### src/rtl/muldiv_unit.sv
// rtl/muldiv_unit.sv - multi-cycle 32x32 multiply/divide unit owning the HI/LO pair
//
// Shift-add multiply and restoring divide, one bit per cycle. Every operation
// has the same 33-cycle latency: 32 iterations plus one sign-fix cycle.
//
// Ports:
//   clock        system clock, rising edge
//   reset        synchronous, active-high
//   start        request a new operation (ignored while busy)
//   op           00 MULT, 01 MULTU, 10 DIV, 11 DIVU
//   in1, in2     rs / rt operands (multiplicand/dividend, multiplier/divisor)
//   hi_we, lo_we MTHI / MTLO write enables (honoured only while not busy)
//   wdata        MTHI / MTLO data
//   busy         operation in progress, pipeline must stall
//   done         one-cycle pulse after HI/LO receive a result
//   div_by_zero  last divide had a zero divisor; cleared by the next start
//   hi, lo       HI / LO registers
module muldiv_unit #(
  parameter int WIDTH = 32
) (
  input  logic             clock,
  input  logic             reset,
  input  logic             start,
  input  logic [1:0]       op,
  input  logic [WIDTH-1:0] in1,
  input  logic [WIDTH-1:0] in2,
  input  logic             hi_we,
  input  logic             lo_we,
  input  logic [WIDTH-1:0] wdata,
  output logic             busy,
  output logic             done,
  output logic             div_by_zero,
  output logic [WIDTH-1:0] hi,
  output logic [WIDTH-1:0] lo
);

  localparam int CW = $clog2(WIDTH);

  typedef enum logic [1:0] {
    S_IDLE,
    S_RUN,
    S_FIX,
    S_DONE
  } state_t;

  state_t state, state_nx;

  // Only the mul/div distinction survives past acceptance; signedness is
  // fully captured by the latched operand signs.
  logic             is_div;
  logic             sign_a;
  logic             sign_b;
  logic [WIDTH-1:0] opnd;      // multiplicand (mul) or divisor (div) magnitude
  logic [WIDTH-1:0] acc_hi;    // partial product high word / partial remainder
  logic [WIDTH-1:0] acc_lo;    // multiplier shifting out / dividend -> quotient
  logic [CW-1:0]    step_cnt;

  logic accept;
  logic last_step;

  // ---------------------------------------------------------------------------
  // Control FSM
  // ---------------------------------------------------------------------------
  always_ff @(posedge clock) begin
    if (reset) begin
      state <= S_IDLE;
    end else begin
      state <= state_nx;
    end
  end

  always_comb begin
    state_nx  = state;
    busy      = 1'b0;
    done      = 1'b0;
    accept    = 1'b0;
    last_step = (step_cnt == CW'(WIDTH - 1));
    case (state)
      S_IDLE: begin
        if (start) begin
          accept   = 1'b1;
          state_nx = S_RUN;
        end
      end
      S_RUN: begin
        busy = 1'b1;
        if (last_step) begin
          state_nx = S_FIX;
        end
      end
      S_FIX: begin
        busy     = 1'b1;
        state_nx = S_DONE;
      end
      S_DONE: begin
        done = 1'b1;
        if (start) begin
          accept   = 1'b1;
          state_nx = S_RUN;
        end else begin
          state_nx = S_IDLE;
        end
      end
      default: state_nx = S_IDLE;
    endcase
  end

  // ---------------------------------------------------------------------------
  // Operand conditioning at acceptance
  // ---------------------------------------------------------------------------
  logic             in_signed;
  logic             in1_neg;
  logic             in2_neg;
  logic [WIDTH-1:0] mag1;
  logic [WIDTH-1:0] mag2;

  assign in_signed = ~op[0];
  assign in1_neg   = in_signed & in1[WIDTH-1];
  assign in2_neg   = in_signed & in2[WIDTH-1];
  // The most negative value maps onto itself, which is its correct unsigned
  // magnitude.
  assign mag1      = in1_neg ? -in1 : in1;
  assign mag2      = in2_neg ? -in2 : in2;

  // ---------------------------------------------------------------------------
  // Per-iteration datapath
  // ---------------------------------------------------------------------------
  logic [WIDTH:0] mul_sum;
  logic [WIDTH:0] div_shift;
  logic [WIDTH:0] div_diff;

  // Multiply: add multiplicand into the high word when the current multiplier
  // bit is set, then shift the whole {acc_hi, acc_lo} right by one.
  assign mul_sum   = {1'b0, acc_hi} + (acc_lo[0] ? {1'b0, opnd} : '0);

  // Divide: shift the next dividend bit into the remainder and trial-subtract.
  // The remainder is always below the divisor, so bit WIDTH of the difference
  // is set exactly when the subtraction borrows.
  assign div_shift = {acc_hi, acc_lo[WIDTH-1]};
  assign div_diff  = div_shift - {1'b0, opnd};

  // ---------------------------------------------------------------------------
  // Sign correction
  // ---------------------------------------------------------------------------
  logic [2*WIDTH-1:0] prod;
  logic [2*WIDTH-1:0] prod_fix;
  logic [WIDTH-1:0]   quot_fix;
  logic [WIDTH-1:0]   rem_fix;
  logic               divisor_zero;

  assign prod         = {acc_hi, acc_lo};
  assign prod_fix     = (sign_a ^ sign_b) ? -prod : prod;
  assign quot_fix     = (sign_a ^ sign_b) ? -acc_lo : acc_lo;
  assign rem_fix      = sign_a ? -acc_hi : acc_hi;
  assign divisor_zero = (opnd == '0);

  // ---------------------------------------------------------------------------
  // Datapath and HI/LO registers
  // ---------------------------------------------------------------------------
  always_ff @(posedge clock) begin
    if (reset) begin
      is_div      <= 1'b0;
      sign_a      <= 1'b0;
      sign_b      <= 1'b0;
      opnd        <= '0;
      acc_hi      <= '0;
      acc_lo      <= '0;
      step_cnt    <= '0;
      div_by_zero <= 1'b0;
      hi          <= '0;
      lo          <= '0;
    end else begin
      if (accept) begin
        is_div      <= op[1];
        sign_a      <= in1_neg;
        sign_b      <= in2_neg;
        opnd        <= op[1] ? mag2 : mag1;
        acc_hi      <= '0;
        acc_lo      <= op[1] ? mag1 : mag2;
        step_cnt    <= '0;
        div_by_zero <= 1'b0;
      end else if (state == S_RUN) begin
        step_cnt <= step_cnt + CW'(1);
        if (is_div) begin
          acc_hi <= div_diff[WIDTH] ? div_shift[WIDTH-1:0] : div_diff[WIDTH-1:0];
          acc_lo <= {acc_lo[WIDTH-2:0], ~div_diff[WIDTH]};
        end else begin
          acc_hi <= mul_sum[WIDTH:1];
          acc_lo <= {mul_sum[0], acc_lo[WIDTH-1:1]};
        end
      end else if (state == S_FIX) begin
        if (is_div) begin
          // A zero divisor never borrows, so the remainder path already
          // reconstructs the original dividend; only LO needs forcing.
          hi          <= rem_fix;
          lo          <= divisor_zero ? '1 : quot_fix;
          div_by_zero <= divisor_zero;
        end else begin
          hi          <= prod_fix[2*WIDTH-1:WIDTH];
          lo          <= prod_fix[WIDTH-1:0];
        end
      end

      // MTHI/MTLO only when not busy; FIX is a busy state, so these never
      // collide with a result write.
      if (!busy && hi_we) begin
        hi <= wdata;
      end
      if (!busy && lo_we) begin
        lo <= wdata;
      end
    end
  end

endmodule

### config.mk
export PLATFORM = sky130hd
export DESIGN_NAME = muldiv_unit
export DESIGN_NICKNAME = d
export VERILOG_FILES = /design/src/rtl/muldiv_unit.sv
export SDC_FILE = /design/constraint.sdc
export NUM_CORES = 1
export LEC_CHECK = 0
export ABC_AREA = 1
export CAP_MARGIN = 20
export CORE_MARGIN = 2
export CORE_UTILIZATION = 33
export CTS_CLUSTER_DIAMETER = 100
export DETAILED_ROUTE_END_ITERATION = 7
export PLACE_DENSITY = 0.49
export SLEW_MARGIN = 20
export SYNTH_ARGS = -nofsm -noshare
export SYNTH_HDL_FRONTEND = slang
export SYNTH_SLANG_ARGS = --single-unit
### constraint.sdc
create_clock -name clock -period 2.1 [get_ports clock]
set_input_delay 0.315 -clock clock [delete_from_list [all_inputs] [get_ports clock]]
set_output_delay 0.315 -clock clock [all_outputs]
set_load 0.1 [all_outputs]
---- Word level (Yosys, flattened, before mapping) ----
Index checks and enable logic that the tools add are counted.
storage, ports and cells
  output and inout bits ................... 67
  bits in registers ....................... 171
  word-level logic and storage cells ...... 82
  input bits .............................. 103
operators by class
  reductions and logical operators ........ 15
  muxes and demuxes ....................... 32
  add/sub/neg operators ................... 8
  equality and inequality tests ........... 10
  bitwise logic cells ..................... 6
operators with widths
  operator                                                          number
  32-bit two-way mux                                                23
  32-bit negator                                                    4
  64-bit two-way mux                                                1
  64-bit negator                                                    1
  32-bit by 32-bit adder with 33-bit output                         1
  33-bit by 32-bit subtractor with 33-bit output                    1
  32-bit zero test                                                  1
  3-bit AND reduction                                               3
  2-bit by 1-bit != test with 1-bit output (second input constant)  4
  2-bit case mux with 4 select lines                                1
  2-bit nonzero test                                                3
  2-bit OR reduction                                                3
  5-bit by 1-bit adder with 5-bit output (second input constant)    1
  5-bit == test (second input constant)                             1
  1-bit two-way mux                                                 5
  2-bit == test (second input constant)                             2
  2-bit two-way mux                                                 2
  2-bit != test (second input constant)                             2
  1-bit NOT                                                         3
  1-bit bitwise AND                                                 2
  2-bit by 1-bit == test with 1-bit output (second input constant)  1
  1-bit logical AND                                                 2
  2-bit zero test                                                   1
  2-bit AND reduction                                               1
  2 further kinds                                                   2

---- Logic depth before layout (Yosys ltp) ----
  word-level depth ........................ 8
  gate-level depth with buffers ........... 19
  mapped depth without buffers ............ 19

---- Least setup slack after synthesis ----
No wires, ideal clock.
  kind .................................... reg-to-reg
  from .................................... register state[0]
  to ...................................... register acc_lo[28]
  stages on the path, launching flop included .. 14
  path slack .............................. -0.678 ns
  required time ........................... 1.991 ns
  library setup time ...................... 0.109 ns
  clock period less this slack ............ 2.778 ns
  arrival ................................. 2.669 ns
  path buffers ............................ 2
  cells stage by stage .................... dfxtp_1 -> inv_1 -> ha_1 -> inv_1 -> nand2_1 -> inv_1 -> buf_2 -> nor2_1 -> inv_1 -> clkbuf_1 -> o21ai_0 -> inv_1 -> nand2_1 -> inv_1
between the ends
  cells in the longest elaborated chain, start to end .. 4
  elaborated cells between the ends (all ways) .. 7
  classes of those cells .................. 2 x eq/ne; 2 x mux; 3 x reduce/logical
RTL lines
  item                                                             RTL line  source
  start, declared                                                  46        state_t state, state_nx;
  start signal, assigned                                           68        state <= state_nx;
  2-bit == test / 2-bit zero test (equally long branches)          78        case (state)
  2-bit OR reduction (no source line)                              --
  1-bit two-way mux                                                --
  32-bit two-way mux / 2-bit nonzero test (equally long branches)  --
  end signal, assigned                                             179       acc_lo <= op[1] ? mag1 : mag2;
  end signal, assigned                                             186       acc_lo <= {acc_lo[WIDTH-2:0], ~div_diff[WIDTH]};
  end signal, assigned                                             189       acc_lo <= {mul_sum[0], acc_lo[WIDTH-1:1]};
  end, declared                                                    55        logic [WIDTH-1:0] acc_lo;
Parallel ways exist; a longest one is shown, timed or not.
A chain may end at the register's enable or synchronous reset.

---- Worst setup path in the final report ----
  from .................................... register acc_lo[0]
  to ...................................... register acc_hi[31]
between the ends
  cells in the longest elaborated chain, start to end .. 3
RTL lines
  item                                       RTL line  source
  32-bit two-way mux                         134       assign mul_sum = {1'b0, acc_hi} + (acc_lo[0] ? {1'b0, opnd} : '0);
  32-bit by 32-bit adder with 33-bit output  134
  32-bit two-way mux                         184       if (is_div) begin
  end signal, assigned                       185       acc_hi <= div_diff[WIDTH] ? div_shift[WIDTH-1:0] : div_diff[WIDTH-1:0];
  end signal, assigned                       188       acc_hi <= mul_sum[WIDTH:1];
  end, declared                              54        logic [WIDTH-1:0] acc_hi;
No other way between the ends.

==> Implementation_results.wiki <==
{| class="wikitable"
! Metric !! Value
|-
| Number of antenna repair diodes || 0
|-
| Main combinational cell family by area after synthesis || simple AND/OR/NAND/NOR gates
|-
| Clock tree from TritonCTS || done
|-
| Synthesized cell area || 17760 sq um
|-
| Standby leakage power || 14.69 nW
|-
| Insertion delay to the later sink of the worst-skew pair || 0.49 ns
|-
| Primary FF master, synth || dfxtp_1
|-
| Overall die height || 236.0 microns
|-
| Number of global-route vias before repair || 23790
|-
| Layout cell share with drive strength beyond 1 || 0.3566
|-
| Worst-path fanout max || 13
|-
| Grt total ovfl || 0
|-
| Setup Slack @ Placement || -0.4724 ns
|-
| Worst flop-to-flop path endpoint || acc_hi[31]$_SDFFE_PP0P_
|-
| Number of antenna violations at the first check in global routing || 1
|-
| Cell type group with the largest total delay on the critical path || simple AND/OR/NAND/NOR gates
|-
| Clock Sinks || 171
|-
| Number of flops mapped to enable cells by yosys || 0
|-
| Slack of the critical path || -0.2802 ns
|-
| DRC violations left || 0
|-
| Transition time at the pin with the least slew margin || 0.7238 ns
|-
| Smallest hold slack || 0.2478 ns
|-
| Relative area change from synthesis to final layout || 62.97%
|-
| Final GP Congestion || 1.021
|-
| Arr. time, crit path || 2.75 ns
|-
| Setup-failing EPs final || 56
|-
| Placeable core region || 53500 sq um
|-
| Number of buffers inserted by port buffering || 169
|-
| Flop-to-flop setup slack || -0.28 ns
|-
| Post-Synth Simple-Gate Area || 0.4035
|-
| Worst hold stages || 2
|-
| Total half-perimeter wirelength after legalization and detailed placement || 76.01 mm
|-
| Maximum Capacitance Violations || 0
|-
| Type of the worst min-delay path || in2reg
|-
| Peak supply drop || 1.164 mV
|-
| Yosys top cell by area || nand2_1
|-
| Final routed wire length divided by cell count || 20.04 microns
|-
| Post-synth ARST share || 0
|-
| Tcrit/Tclk final || 1.133
|-
| Die Span X || 236.0 microns
|-
| Cells taking the most area after synthesis || nand2_1, dfxtp_1, inv_1, nand3_1, nor2_1
|-
| Worst-case reg-to-reg path depth || 14
|-
| Initial standard-cell utilization of the core || 0.3319
|-
| Critical path class || reg2reg
|-
| Origin of the critical flop-to-flop path || acc_lo[0]$_SDFFE_PP0P_
|-
| Drt first pass iters || 6
|-
| Violation count after the first detailed-route iteration || 2301
|-
| Kind of end point of the critical path || register
|-
| Flip-flop and latch count after synthesis || 171
|-
| Setup repair after global routing missed its margin || yes
|-
| Global-route usage over all layers || 0.3296
|-
| Startpoint type of the worst setup path || register
|-
| Violations in the final reports || setup timing
|-
| Synth cell types || 51
|-
| Number of buffers added by the clock tree synthesis step || 17
|-
| Arithmetic-cell share of the synthesized area counting full adders, half adders and majority gates || 0.05510
|-
| Top-area cell type share of the netlist area || 0.2156
|-
| Clock root buffer master || clkbuf_16
|-
| Critical Path Slowest Stage Cell || dfxtp_4
|-
| Worst rel slew slack || 0.5174
|-
| Number of hold-slack violations in the final timing report || 0
|-
| Crit-path max cell delay || 0.37 ns
|-
| Clk buf depth || 2
|-
| Number of nets at the end of the flow || 4200
|-
| Largest net degree at the start of global routing || 57
|-
| Number of nets with antenna violations after detailed routing || 0
|-
| Pins over their slew limit || 0
|-
| Worst EP required || 2.47 ns
|-
| Total number of vias || 24530
|-
| Fillers || 5512
|-
| Endpoint with the worst hold slack || lo[10]$_SDFFE_PP0P_
|-
| Final worst path period need || 2.380 ns
|-
| Count of buffering cells on the critical path with inverters included || 4
|-
| Mean post-synth cell area || 5.472 sq um
|-
| Synth Area in XOR/XNOR || 0.04390
|-
| First-pass GRT wire length || 140.2 mm
|-
| Cell area power density || 1761 nW/um^2
|-
| Final setup TNS || -7.803 ns
|-
| Multiplexer fraction of the synthesized cell area || 0
|-
| YS warnings || 0
|-
| Wire length after detailed routing || 94.76 mm
|-
| H-tree levels || 4
|-
| Status || finished with violations
|-
| Utilization after layout || 0.5410
|-
| Highest clock rate || 420.1 MHz
|-
| Placement Rows || 85
|-
| List of most frequent post-synthesis cells || nand2_1, inv_1, nor2_1
|-
| Critical-path cell list || buf_12, buf_16, nand2_2, inv_1, ha_4, buf_4, nand2_2, nor2_1, o21ai_0, nand3_1, nor2_1, nand2_1, a21oi_1, a21oi_2
|-
| Routed via count divided by cell count || 5.188
|-
| Register clock-pin slew on the reported worst setup and hold paths || 0.08 ns
|-
| Ports || 170
|-
| Most numerous cell in the Yosys netlist || nand2_1
|-
| Compound-cell area share of the yosys netlist || 0.1689
|-
| Syn_nets || 3425
|-
| Post-synthesis sequential area ratio || 0.1928
|-
| Area of the die || 55680 sq um
|-
| Worst setup skew after layout || 0.01665 ns
|-
| Hold-fix buffers at CTS || 0
|-
| Worst hold start || reset
|-
| Instance count of the mapped netlist || 3245
|}
## stage by stage
step	power (mW)	std cells	cell area (sq um)
6_report	50.98	4729	28940
5_1_grt	54.10	4729	28940
4_1_cts	46.76	4704	27160
3_5_place_dp	40.67	4639	24860
3_3_place_gp	40.66	4639	24860
2_1_floorplan	25.53	3245	17870
## flip-flops by register name, indices dropped and copies added (netlist names)
register / count
step_cnt: 5
sign_b: 1
div_by_zero: 1
acc_lo: 32
acc_hi: 32
hi: 32
lo: 32
is_div: 1
state: 2
sign_a: 1
opnd: 32
## metal layers
layer  share of wire  wire length, microns  up-vias  GRT usage
met4           0.041                  3929        2     0.1318
met5         0.00013                    12        -          0
met1            0.44                 41410    11580     0.4411
met3           0.063                  6017      170    0.04318
li1                -                     -    11880          -
met2            0.46                 43390      893     0.5353
## what timing repair did
action	4_1_cts	5_1_grt
pin swaps	97	148
setup endpoints to repair	87	129
gates resized for setup	340	459
gates cloned	5	2
buffers inserted	28	25
## layout by cell type (no fill, tap or decap), drive strengths merged, types with 3 or more instances in the layout
cell type	count
a21oi	227
a221oi	5
a31oi	6
and2	6
buf	763
clkbuf	20
clkdlybuf4s50	101
clkinv	8
dfxtp	171
ha	75
inv	518
nand2	1032
nand3	290
nand3b	7
nand4	27
nor2	327
nor3	34
nor4	3
o211ai	47
o21ai	227
o21bai	6
o221ai	10
o22ai	11
or2	11
xnor2	11
xor2	78
## worst max path at each step
stage	cells past startpoint	endpoint	start	slack, ns
finish	14	acc_hi[31]$_SDFFE_PP0P_	acc_lo[0]$_SDFFE_PP0P_	-0.28
global route	14	acc_hi[31]$_SDFFE_PP0P_	acc_lo[0]$_SDFFE_PP0P_	-0.36
CTS	17	acc_hi[23]$_SDFFE_PP0P_	acc_lo[0]$_SDFFE_PP0P_	-0.22
detailed placement	17	acc_hi[24]$_SDFFE_PP0P_	acc_lo[0]$_SDFFE_PP0P_	-0.47
global placement	15	acc_hi[31]$_SDFFE_PP0P_	opnd[24]$_SDFFE_PP0P_	-0.47
floorplan	18	acc_hi[3]$_SDFFE_PP0P_	acc_lo[31]$_SDFFE_PP0P_	-0.03
## area by class of cell
| type | count | area [sq um] | area share |
|---|---|---|---|
| multi-input combinational | 2450 | 14760 | 0.5100 |
| clock inverter | 14 | 145.1 | 0.005015 |
| inverter | 514 | 1971 | 0.06810 |
| sequential | 171 | 3463 | 0.1197 |
| timing repair buffer | 866 | 7292 | 0.2520 |
| tap | 696 | 870.8 | 0.03009 |
| clock buffer | 18 | 439.2 | 0.01518 |
## power by group
group / internal (mW) / switching (mW) / total, mW
registers: 4.41 / 1.08 / 5.49
logic: 16.0 / 26.2 / 42.2
clock network: 1.62 / 1.69 / 3.31
## logic make-up (layout without fill, tap and decap cells)
family | after synthesis | count (layout)
XOR/XNOR | 89 | 89
AND/OR/NAND/NOR | 1736 | 1738
flip-flops | 171 | 171
adder cells (fa/ha/maj) | 77 | 77
buffers and inverters | 626 | 1412
AO/OA/AOI/OAI | 546 | 546
No activity file was read; power rests on OpenSTA's default activity.
